==> config.mk <==
export PLATFORM = sky130hd
export DESIGN_NAME = id_ex_skid_stage
export DESIGN_NICKNAME = d
export VERILOG_FILES = /design/src/rtl/id_ex_skid_stage.sv
export SDC_FILE = /design/constraint.sdc
export NUM_CORES = 1
export LEC_CHECK = 0
export CAP_MARGIN = 10
export CORE_ASPECT_RATIO = 0.75
export CORE_UTILIZATION = 47
export DETAILED_ROUTE_END_ITERATION = 10
export MAX_ROUTING_LAYER = met4
export PLACE_DENSITY = 0.76
export SETUP_SLACK_MARGIN = 0.3
export SYNTH_ARGS = -nofsm -noshare
export SYNTH_HDL_FRONTEND = slang
export SYNTH_SLANG_ARGS = --single-unit
==> constraint.sdc <==
create_clock -name clk -period 2.3 [get_ports clk]
set_input_delay 0.345 -clock clk [delete_from_list [all_inputs] [get_ports clk]]
set_output_delay 0.345 -clock clk [all_outputs]
set_load 0.1 [all_outputs]
==> src/rtl/id_ex_skid_stage.sv <==
// ---------------------------------------------------------------------------
// id_ex_skid_stage
// ID/EX pipeline boundary. Holds up to two decoded instructions (main + skid)
// behind valid/ready handshakes on both sides, so the upstream ready never
// depends combinationally on the downstream ready. Operands that the
// writeback in flight this cycle makes stale are patched with the writeback
// data, both when they are captured and while they sit in the buffer.
// ---------------------------------------------------------------------------
module id_ex_skid_stage #(
    parameter int XLEN   = 32,
    parameter int CTRL_W = 12,
    parameter int RA_W   = 5
) (
    input  logic              clk,
    input  logic              reset_n,
    input  logic              flush,

    input  logic              in_valid,
    output logic              in_ready,
    input  logic [XLEN-1:0]   in_pc,
    input  logic [RA_W-1:0]   in_rs1,
    input  logic [RA_W-1:0]   in_rs2,
    input  logic [RA_W-1:0]   in_rd,
    input  logic [XLEN-1:0]   in_rs1_data,
    input  logic [XLEN-1:0]   in_rs2_data,
    input  logic [XLEN-1:0]   in_imm,
    input  logic [CTRL_W-1:0] in_ctrl,

    input  logic              wb_we,
    input  logic [RA_W-1:0]   wb_rd,
    input  logic [XLEN-1:0]   wb_data,

    output logic              out_valid,
    input  logic              out_ready,
    output logic [XLEN-1:0]   out_pc,
    output logic [RA_W-1:0]   out_rs1,
    output logic [RA_W-1:0]   out_rs2,
    output logic [RA_W-1:0]   out_rd,
    output logic [XLEN-1:0]   out_rs1_data,
    output logic [XLEN-1:0]   out_rs2_data,
    output logic [XLEN-1:0]   out_imm,
    output logic [CTRL_W-1:0] out_ctrl
);

    // One buffered instruction; fields are copied bit-exact.
    typedef struct packed {
        logic [XLEN-1:0]   pc;
        logic [RA_W-1:0]   rs1;
        logic [RA_W-1:0]   rs2;
        logic [RA_W-1:0]   rd;
        logic [XLEN-1:0]   rs1_data;
        logic [XLEN-1:0]   rs2_data;
        logic [XLEN-1:0]   imm;
        logic [CTRL_W-1:0] ctrl;
    } entry_t;

    localparam int ENTRY_W = $bits(entry_t);

    // State encoding is {main_v, skid_v}; the skid is only ever occupied
    // behind a valid main entry, so 2'b01 is unreachable.
    typedef enum logic [1:0] {
        ST_EMPTY = 2'b00,
        ST_ONE   = 2'b10,
        ST_FULL  = 2'b11
    } state_e;

    state_e state_q;
    state_e state_d;
    entry_t main_q;
    entry_t main_d;
    entry_t skid_q;
    entry_t skid_d;
    logic   in_ready_q;
    logic   in_ready_d;

    logic   in_fire_s;
    logic   out_fire_s;
    entry_t in_raw_s;
    entry_t in_byp_s;
    entry_t main_byp_s;
    entry_t skid_byp_s;

    // A writeback to a non-zero register that matches the source index
    // supersedes whatever the register file supplied for that operand.
    function automatic logic wb_hit(
        input logic            we,
        input logic [RA_W-1:0] wrd,
        input logic [RA_W-1:0] rs
    );
        return we && (wrd != {RA_W{1'b0}}) && (wrd == rs);
    endfunction

    // Replace each operand of an entry that the current writeback targets.
    function automatic entry_t apply_wb(
        input entry_t          e,
        input logic            we,
        input logic [RA_W-1:0] wrd,
        input logic [XLEN-1:0] wdata
    );
        entry_t r;
        r = e;
        if (wb_hit(we, wrd, e.rs1)) begin
            r.rs1_data = wdata;
        end else begin
            r.rs1_data = e.rs1_data;
        end
        if (wb_hit(we, wrd, e.rs2)) begin
            r.rs2_data = wdata;
        end else begin
            r.rs2_data = e.rs2_data;
        end
        return r;
    endfunction

    assign in_fire_s  = in_valid & in_ready_q;
    assign out_fire_s = (state_q != ST_EMPTY) & out_ready;

    assign in_raw_s = '{
        pc:       in_pc,
        rs1:      in_rs1,
        rs2:      in_rs2,
        rd:       in_rd,
        rs1_data: in_rs1_data,
        rs2_data: in_rs2_data,
        imm:      in_imm,
        ctrl:     in_ctrl
    };

    assign in_byp_s   = apply_wb(in_raw_s, wb_we, wb_rd, wb_data);
    assign main_byp_s = apply_wb(main_q,   wb_we, wb_rd, wb_data);
    assign skid_byp_s = apply_wb(skid_q,   wb_we, wb_rd, wb_data);

    // Next state, buffer contents and upstream ready; flush overrides all.
    always_comb begin
        state_d = state_q;
        main_d  = main_q;
        skid_d  = skid_q;
        if (flush) begin
            state_d = ST_EMPTY;
        end else begin
            case (state_q)
                ST_EMPTY: begin
                    if (in_fire_s) begin
                        main_d  = in_byp_s;
                        state_d = ST_ONE;
                    end else begin
                        state_d = ST_EMPTY;
                    end
                end
                ST_ONE: begin
                    if (in_fire_s && out_fire_s) begin
                        main_d  = in_byp_s;
                        state_d = ST_ONE;
                    end else if (out_fire_s) begin
                        state_d = ST_EMPTY;
                    end else if (in_fire_s) begin
                        main_d  = main_byp_s;
                        skid_d  = in_byp_s;
                        state_d = ST_FULL;
                    end else begin
                        main_d  = main_byp_s;
                        state_d = ST_ONE;
                    end
                end
                ST_FULL: begin
                    // in_ready is low here, so no new entry can arrive.
                    if (out_fire_s) begin
                        main_d  = skid_byp_s;
                        state_d = ST_ONE;
                    end else begin
                        main_d  = main_byp_s;
                        skid_d  = skid_byp_s;
                        state_d = ST_FULL;
                    end
                end
                default: begin
                    state_d = ST_EMPTY;
                end
            endcase
        end
        in_ready_d = (state_d != ST_FULL);
    end

    // State, buffer and ready registers; reset empties the stage and zeroes data.
    always_ff @(posedge clk or negedge reset_n) begin
        if (!reset_n) begin
            state_q    <= ST_EMPTY;
            main_q     <= entry_t'({ENTRY_W{1'b0}});
            skid_q     <= entry_t'({ENTRY_W{1'b0}});
            in_ready_q <= 1'b0;
        end else begin
            state_q    <= state_d;
            main_q     <= main_d;
            skid_q     <= skid_d;
            in_ready_q <= in_ready_d;
        end
    end

    assign in_ready     = in_ready_q;
    assign out_valid    = (state_q != ST_EMPTY);
    assign out_pc       = main_q.pc;
    assign out_rs1      = main_q.rs1;
    assign out_rs2      = main_q.rs2;
    assign out_rd       = main_q.rd;
    assign out_rs1_data = main_q.rs1_data;
    assign out_rs2_data = main_q.rs2_data;
    assign out_imm      = main_q.imm;
    assign out_ctrl     = main_q.ctrl;

endmodule

[Word level (Yosys, flattened, before mapping)]
Cells that the tools add are included.
Storage, ports and cells
  register bits: 313
  latch bits: 0
  bits in writable memories: 0
  memory bits (read-only): 0
  output and inout bits: 157
  memories: 0
Operators by class
  add/sub/neg operators: 0
  multipliers: 0
  div/mod/pow operators: 0
  $lt $le $gt $ge: 0
  equality and inequality tests: 17
  shift-type cells: 0
  mux-type cells: 22
  bitwise gates (word level): 6
  reduce and logical (&&, ||, !) cells: 17
Operator list (number)
  $mux 155: 5
  $pmux 155 s3: 1
  $pmux 155 s2: 1
  $mux 108: 2
  $mux 32: 6
  $eq 5x5->1: 6
  $ne 2x2->1 const B: 8
  $reduce_and 6->1: 2
  $logic_and 1x1->1: 8
  $mux 2: 4
  $pmux 2 s3: 1
  $reduce_and 5->1: 1
  $reduce_bool 5->1: 1
  $eq 2x2->1 const B: 2
  $not 1->1: 4
  $reduce_and 4->1: 1
  $reduce_bool 2->1: 2
  $ne 3x3->1 const B: 1
  $reduce_bool 3->1: 1
  $and 1x1->1: 2
  $logic_not 2->1: 1
  $mux 1: 2

[Logic depth before layout (Yosys ltp)]
Gate-level depths: netlist of run 1.
  word-level depth: 8
  mapped depth: 8

[Least setup slack after synthesis of run 1]
No wires, ideal clock.
  path kind: register to register
  start point: register in_ready_q, in the netlist in_ready
  end point: register skid_q[67] (netlist name)
  data arrival time: 2544 ps
  slack: -335 ps
  cell stages (with the launch flop): 7
  clock period less this slack: 2635 ps
  path through: dfrtp_1 -> a21oi_1 -> or4_1 -> nor4_1 -> clkbuf_1 -> nand2_1 -> o221ai_1
Between the ends
  cells in the longest elaborated chain, start to end: 4
  elaborated cells on any way between the ends: 5
  classes of those cells: eq/ne (2); bitwise (1); reduce/logical (2)
RTL lines
  start: declaration: line 73  | logic in_ready_q;
  start signal: assignment: line 195  | in_ready_q <= in_ready_d;
  $and 1x1->1 *: line 115  | assign in_fire_s = in_valid & in_ready_q;
  $logic_and 1x1->1: line 151  | if (in_fire_s && out_fire_s) begin
  $ne 2x2->1 (no source line)
  $reduce_and 6->1 (no source line) *
  end signal: assignment: line 189  | skid_q <= entry_t'({ENTRY_W{1'b0}});
  end signal: assignment: line 194  | skid_q <= skid_d;
  end: declaration: line 71  | entry_t skid_q;
Every way passes the cells marked *; elsewhere a longest branch is shown, timed or not.
A chain may end at the register's enable or synchronous reset.

[Worst setup path in the final report of run 1]
  start point: register skid_q (netlist bit skid_byp_s[118])
  end point: register main_q (netlist bit out_rs1_data[21])
Between the ends
  cells in the longest elaborated chain, start to end: 5
RTL lines
  $eq 5x5->1: line 90  | return we && (wrd != {RA_W{1'b0}}) && (wrd == rs);
  $logic_and 1x1->1: line 90
  $mux 32: line 102  | if (wb_hit(we, wrd, e.rs1)) begin
  $mux 155: line 167  | if (out_fire_s) begin
  $pmux 155 s3: line 141  | case (state_q)
  end signal: assignment: line 188  | main_q <= entry_t'({ENTRY_W{1'b0}});
  end signal: assignment: line 193  | main_q <= main_d;
  end: declaration: line 69  | entry_t main_q;
Every way passes these cells. The select of a mux whose other input is x is not followed.

==> reports/metrics.csv, run 1 <==
metric,value,unit
p_switching,0.009584,W
ys_warn_count,0,
arrival,2490,ps
nets,2526,
firstDrtPassIters,7,
fp.dieArea,37510,um2
grt_max_degree,99,
grt-ovfl-total,0,
slowest_delay,400,ps
cts.clk_slew.worst_paths,70,ps
critPathBufInv,4,
row_count,60,
synth_edf_count,0,
outcome,"complete, no violations",
power_frac_clock,25.0,%
post-dp-hpwl,39.44,mm
drv_cap,0,
clock_latency,530,ps
fin_crit_sh,90.02,%
synthesis.area,17270,um2
required,2710,ps
start_util,47.91,%
finalHoldViolations,0,
avgViaCountPerCell,6.246,
drt-wirelength-per-cell,23.15,um
tightest_slew,1082,ps
cts_sinks,313,
crit_fanout,5,
worst_setup_path_start_kind,register,
layout_commonest_cell,nand2_1,
synth.distinct_cells,46,
grt_pass1_vias,17250,
synth.avg_cell_area,8.913,um2
synth_nets,2135,
fin_worst_skew,17.69,ps
drive_above_1_share,23.45,%
rsz0062_at_grt,yes,
core_area,36030,um2
cts_made_buffers,35,
cp_slowest_cell,dfrtp_1,
synth_xor_area_share,1.522,%
ys_ff_latch,313,
clock_path_buffers,3,
crit_chain,"xnor2_1, buf_4, o2111ai_4, or2_4, buf_12, buf_12, buf_4, mux2i_1, o32a_1",
synth_seq_area_share,45.37,%
slew_headroom,27.84,%
synth_top_family_by_area,compound AO/OA/AOI/OAI gates,
hp-class,in2async,
crit_family,buffers and inverters,
whs,317.8,ps
htree_levels,2,
vias,17640,
yosys.area_share.simple,13.91,%
die_height,168.0,um
gp_congestion,0.8945,
cts_tree,done,
clock-root-buffer,clkbuf_16,
comb_power_share,40.3,%
drtAntennaViolNets,0,
die_x,223.3,um
power_density,893.8,nW/um2
end_kind,register,
numPortBuffers,354,
grt_pass1_wl,95.94,mm
fmax,483.0,MHz
power.internal,0.01246,W
critical_path_class,reg2reg,
leakage,10.34,nW
grt_util_all_layers,33.28,%
drc,0,
setup_viol,0,
sw_frac_of_total,43.48,%
pin_count,355,
pwr-share-seq,34.7,%
ys_async_sr_fraction,100.0,%
antenna_found_initial,10,
syn_to_final_growth,42.83,%
syn-instance-count,1937,
synth_fa_ha_area_share,0,%
most-common-layout-cells,"467 x nand2_1, 301 x dfrtp_1, 243 x buf_4",
fin_crit,2070,ps
fin_tns_setup,0,ps
peakVddDrop,0.0008289,V
final_core_util,68.43,%
synthMuxAreaShare,11.07,%
synth-compound-area-share,22.28,%
ys.flop_type,dfrtp_1,
drtIter0Drc,2354,
wirelength,65.39,mm
slew_violations,0,
cell type report:
cell class	count	area [um2]
clock buffer	47	980.9
inverter	69	264.0
antenna	10	25.02
sequential	313	7850
tap	465	581.8
fill	2688	11370
clock inverter	12	106.4
multi-input combinational	1373	9260
timing repair buffer	536	5592
timing repair:
| item | CTS | global route |
|---|---|---|
| endpoints found under the setup margin | 128 | 184 |
| gates cloned | 4 | 16 |
| hold buffers | 1 | 0 |
| pin swaps | 22 | 14 |
| hold endpoints to repair | 34 | 0 |
| gates resized for setup | 32 | 99 |
| setup buffers | 17 | 24 |
per-layer routing:
metal	part of all wire [%]	GRT usage, %	up-vias
li1	-	-	7740
met1	41	44.22	8530
met2	44	48.45	1097
met3	10	6.719	277
met4	5.0	16.68	0
met5	0	-	-
path summary, 6_finish.rpt:
path / startpoint / to / slack, ps / cells after the start
worst max-delay path: skid_byp_s[118] / out_rs1_data[21] / 230 / 9
worst max register to register: skid_byp_s[118] / out_rs1_data[21] / 230 / 9
worst min register to register: skid_byp_s[18] / skid_byp_s[18] / 480 / 2
worst min-delay path: reset_n / out_pc[16] / 320 / 2
max in group asynchronous: reset_n / out_rs1[3] / 1260 / 3
min in group clk: in_imm[26] / skid_byp_s[38] / 400 / 3
synthesized netlist by cell type (2+ instances only):
| master | count | share of area, % |
|---|---|---|
| a21oi_1 | 96 | 2.8 |
| a22oi_1 | 91 | 4.0 |
| a31oi_1 | 18 | 0.65 |
| a41oi_1 | 8 | 0.41 |
| and2_1 | 2 | 0.072 |
| buf_1 | 8 | 0.17 |
| buf_2 | 23 | 0.67 |
| buf_4 | 2 | 0.087 |
| buf_8 | 2 | 0.17 |
| clkbuf_1 | 146 | 3.2 |
| dfrtp_1 | 313 | 45 |
| inv_1 | 68 | 1.5 |
| mux2_1 | 12 | 0.78 |
| mux2_2 | 20 | 1.3 |
| mux2i_1 | 155 | 9.0 |
| nand2_1 | 470 | 10 |
| nand2b_1 | 2 | 0.072 |
| nand3_1 | 6 | 0.17 |
| nor2_1 | 107 | 2.3 |
| nor3_1 | 12 | 0.35 |
| o211a_1 | 8 | 0.46 |
| o211ai_1 | 78 | 3.4 |
| o21a_1 | 2 | 0.087 |
| o21ai_0 | 95 | 2.8 |
| o221ai_1 | 64 | 3.2 |
| o311ai_0 | 24 | 1.2 |
| o31ai_1 | 3 | 0.13 |
| o32a_1 | 47 | 2.7 |
| or2_1 | 2 | 0.072 |
| or3_1 | 5 | 0.18 |
| or4_1 | 4 | 0.17 |
| xnor2_1 | 30 | 1.5 |
power groups by stage:
| stage | clock network (W) | logic (W) | registers [W] |
|---|---|---|---|
| 2_1_floorplan | 0 | 0.00216 | 0.0113 |
| 3_3_place_gp | 0 | 0.00817 | 0.00763 |
| 3_5_place_dp | 0 | 0.00834 | 0.00767 |
| 4_1_cts | 0.00557 | 0.00848 | 0.00760 |
| 5_1_grt | 0.00578 | 0.00926 | 0.00777 |
| 6_report | 0.00552 | 0.00887 | 0.00765 |
cells by family (layout without fill, tap and decap cells):
logic type,count (synthesis),count (layout)
buffers and inverters,251,664
flip-flops,313,313
XOR/XNOR,30,30
other,0,10
multiplexers,187,187
AND/OR/NAND/NOR,616,616
AO/OA/AOI/OAI,540,540
per-stage QoR:
step | total power, W | worst slack [ps] | area (um2) | cells
2_1_floorplan | 0.01347 | 49.17 | 17870 | 1937
3_3_place_gp | 0.01580 | -480.2 | 22140 | 2694
3_5_place_dp | 0.01601 | -514.1 | 22140 | 2694
4_1_cts | 0.02165 | 249.4 | 23630 | 2775
5_1_grt | 0.02281 | 139.8 | 24660 | 2825
6_report | 0.02204 | 229.5 | 24660 | 2825
sequential cells by signal (all words and copies together) (netlist names):
signal,count
out_rd,5
out_rs1_data,32
out_ctrl,12
skid_q,64
out_rs2_data,32
out_rs2,5
skid_byp_s,91
out_rs1,5
out_imm,32
in_ready,1
state_q,2
out_pc,32
worst register-to-register path: cells and delay by family (launching register included):
| kind | cells | cell delay, ps |
|---|---|---|
| buffers and inverters | 4 | 560 |
| AO/OA/AOI/OAI | 2 | 430 |
| flip-flops | 1 | 400 |
| AND/OR/NAND/NOR | 1 | 300 |
| XOR/XNOR | 1 | 160 |
| multiplexers | 1 | 110 |
No activity file was read; power rests on OpenSTA's default activity.
==> inputs of run 2 (changes only) <==
- CTS_CLUSTER_SIZE: default -> 25
==> reports/metrics.csv, run 2 (synthesis gave the netlist of run 1 again) <==
metric,value,unit,change
drt-wirelength-per-cell,23.10,um,was 23.15 um
stdcell_count,2825,,unchanged
gp_congestion,0.8945,,unchanged
die_height,168.0,um,unchanged
row_count,60,,unchanged
wirelength,65.25,mm,was 65.39 mm
leakage,10.34,nW,about the same
start_util,47.91,%,unchanged
slew_headroom,27.80,%,was 27.84%
tightest_slew,1083,ps,was 1082 ps
finalHoldViolations,0,,unchanged
core_area,36030,um2,unchanged
grt_pass1_wl,95.98,mm,was 95.94 mm
final_cell_area,24650,um2,was 24660 um2
slew_violations,0,,unchanged
fillCellCount,2679,,was 2688
critical_path_class,reg2reg,,unchanged
drv_cap,0,,unchanged
cts.clk_slew.worst_paths,70,ps,about the same
clock_path_buffers,3,,unchanged
clock-root-buffer,clkbuf_16,,unchanged
hp-class,in2async,,unchanged
grt-ovfl-total,0,,unchanged
setup_viol,0,,unchanged
r2r_setup_slack,230,ps,about the same
drtAntennaViolNets,0,,unchanged
critPathBufInv,4,,unchanged
die_x,223.3,um,unchanged
fin_crit,2070,ps,about the same
drive_above_1_share,23.40,%,was 23.45%
nets,2526,,unchanged
crit_chain,"xnor2_1, buf_4, o2111ai_4, or2_4, buf_12, buf_12, buf_4, mux2i_1, o32a_1",,unchanged
drtIter0Drc,2358,,was 2354
htree_levels,2,,unchanged
power_density,893.4,nW/um2,was 893.8 nW/um2
grt_max_degree,99,,unchanged
most-common-layout-cells,"467 x nand2_1, 301 x dfrtp_1, 243 x buf_4",,unchanged
arrival,2480,ps,was 2490 ps
fin_tns_setup,0,ps,unchanged
fin_worst_skew,16.25,ps,was 17.69 ps
cts_sinks,313,,unchanged
end_kind,register,,unchanged
cts_made_buffers,35,,unchanged
final_core_util,68.42,%,was 68.43%
required,2710,ps,about the same
grt_util_all_layers,33.27,%,was 33.28%
post-dp-hpwl,39.44,mm,unchanged
fmax,483.0,MHz,about the same
numPortBuffers,354,,unchanged
firstDrtPassIters,6,,was 7
clock_latency,530,ps,about the same
avgViaCountPerCell,6.226,,was 6.246
rsz0062_at_grt,yes,,unchanged
largest_reg_flops,91,,unchanged
setup_ws,229.6,ps,was 229.5 ps
vias,17590,,was 17640
cts_tree,done,,unchanged
crit_family,buffers and inverters,,unchanged
place_area,22140,um2,unchanged
drc,0,,unchanged
grt_pass1_vias,17270,,was 17250
worst_setup_path_start_kind,register,,unchanged
dp_slack,-514.1,ps,unchanged
outcome,"complete, no violations",,unchanged
peakVddDrop,0.0008235,V,was 0.0008289 V
layout_commonest_cell,nand2_1,,unchanged
antenna_found_initial,10,,unchanged
slowest_delay,400,ps,about the same
crit_fanout,5,,unchanged
fin_crit_sh,90.02,%,about the same
cp_slowest_cell,dfrtp_1,,unchanged
syn_to_final_growth,42.79,%,was 42.83%
fp.dieArea,37510,um2,unchanged
post-place-cells,2694,,unchanged
pin_count,355,,unchanged
[run 2: path summary, 6_finish.rpt]
| path | startpoint | to | depth (start not counted) |
|---|---|---|---|
| setup / recovery | skid_byp_s[118] | out_rs1_data[21] | 9 |
| hold / removal | reset_n | out_pc[16] | 2 |
| setup reg to reg | skid_byp_s[118] | out_rs1_data[21] | 9 |
| hold reg to reg | skid_byp_s[18] | skid_byp_s[18] | 2 |
| max in group asynchronous | reset_n | out_rs2_data[26] | 3 |
| min in group clk | in_imm[26] | skid_byp_s[38] | 3 |
[run 2: area by class of cell]
class	instances	area [um2]	area share [%]
multi-input combinational	1373	9254	37.54
clock buffer	47	980.9	3.979
clock inverter	12	106.4	0.4314
inverter	69	264.0	1.071
sequential	313	7850	31.84
tap	465	581.8	2.360
timing repair buffer	536	5592	22.68
antenna	10	25.02	0.1015
[run 2: through the flow]
step,total power (W),hold slack [ps]
floorplan,0.01347,49.41
finish,0.02203,320.8
detailed placement,0.01601,268.1
global route,0.02281,326.9
global placement,0.01580,266.8
CTS,0.02165,309.8
[run 2: where the power goes]
| group | internal (W) | leakage, nW | total, W | switching [W] |
|---|---|---|---|---|
| combinational | 0.00259 | 6.12 | 0.00887 | 0.00628 |
| sequential | 0.00675 | 3.68 | 0.00765 | 0.000905 |
| clock | 0.00312 | 0.537 | 0.00551 | 0.00239 |
| total | 0.0125 | 10.3 | 0.0220 | 0.00957 |
[run 2: timing repair]
| action | 4_1_cts | 5_1_grt |
|---|---|---|
| pin swaps | 22 | 14 |
| setup buffers | 17 | 24 |
| resized for setup | 32 | 98 |
| cloned | 4 | 16 |
| endpoints found under the setup margin | 128 | 186 |
| hold endpoints to repair | 34 | 0 |
| hold buffers | 1 | 0 |
[run 2: metal layers]
metal,GRT usage [%],routed length [um]
met4,16.62,3177
met3,6.684,6936
met5,-,0
met1,44.26,26630
met2,48.44,28510
[run 2: worst reg2reg max path, delay by kind of cell, from the launching register on]
kind | cells | cell delay, ps
flops | 1 | 400
buf+inv | 4 | 560
compound gates | 2 | 430
simple gates | 1 | 300
xor+xnor | 1 | 160
mux | 1 | 110
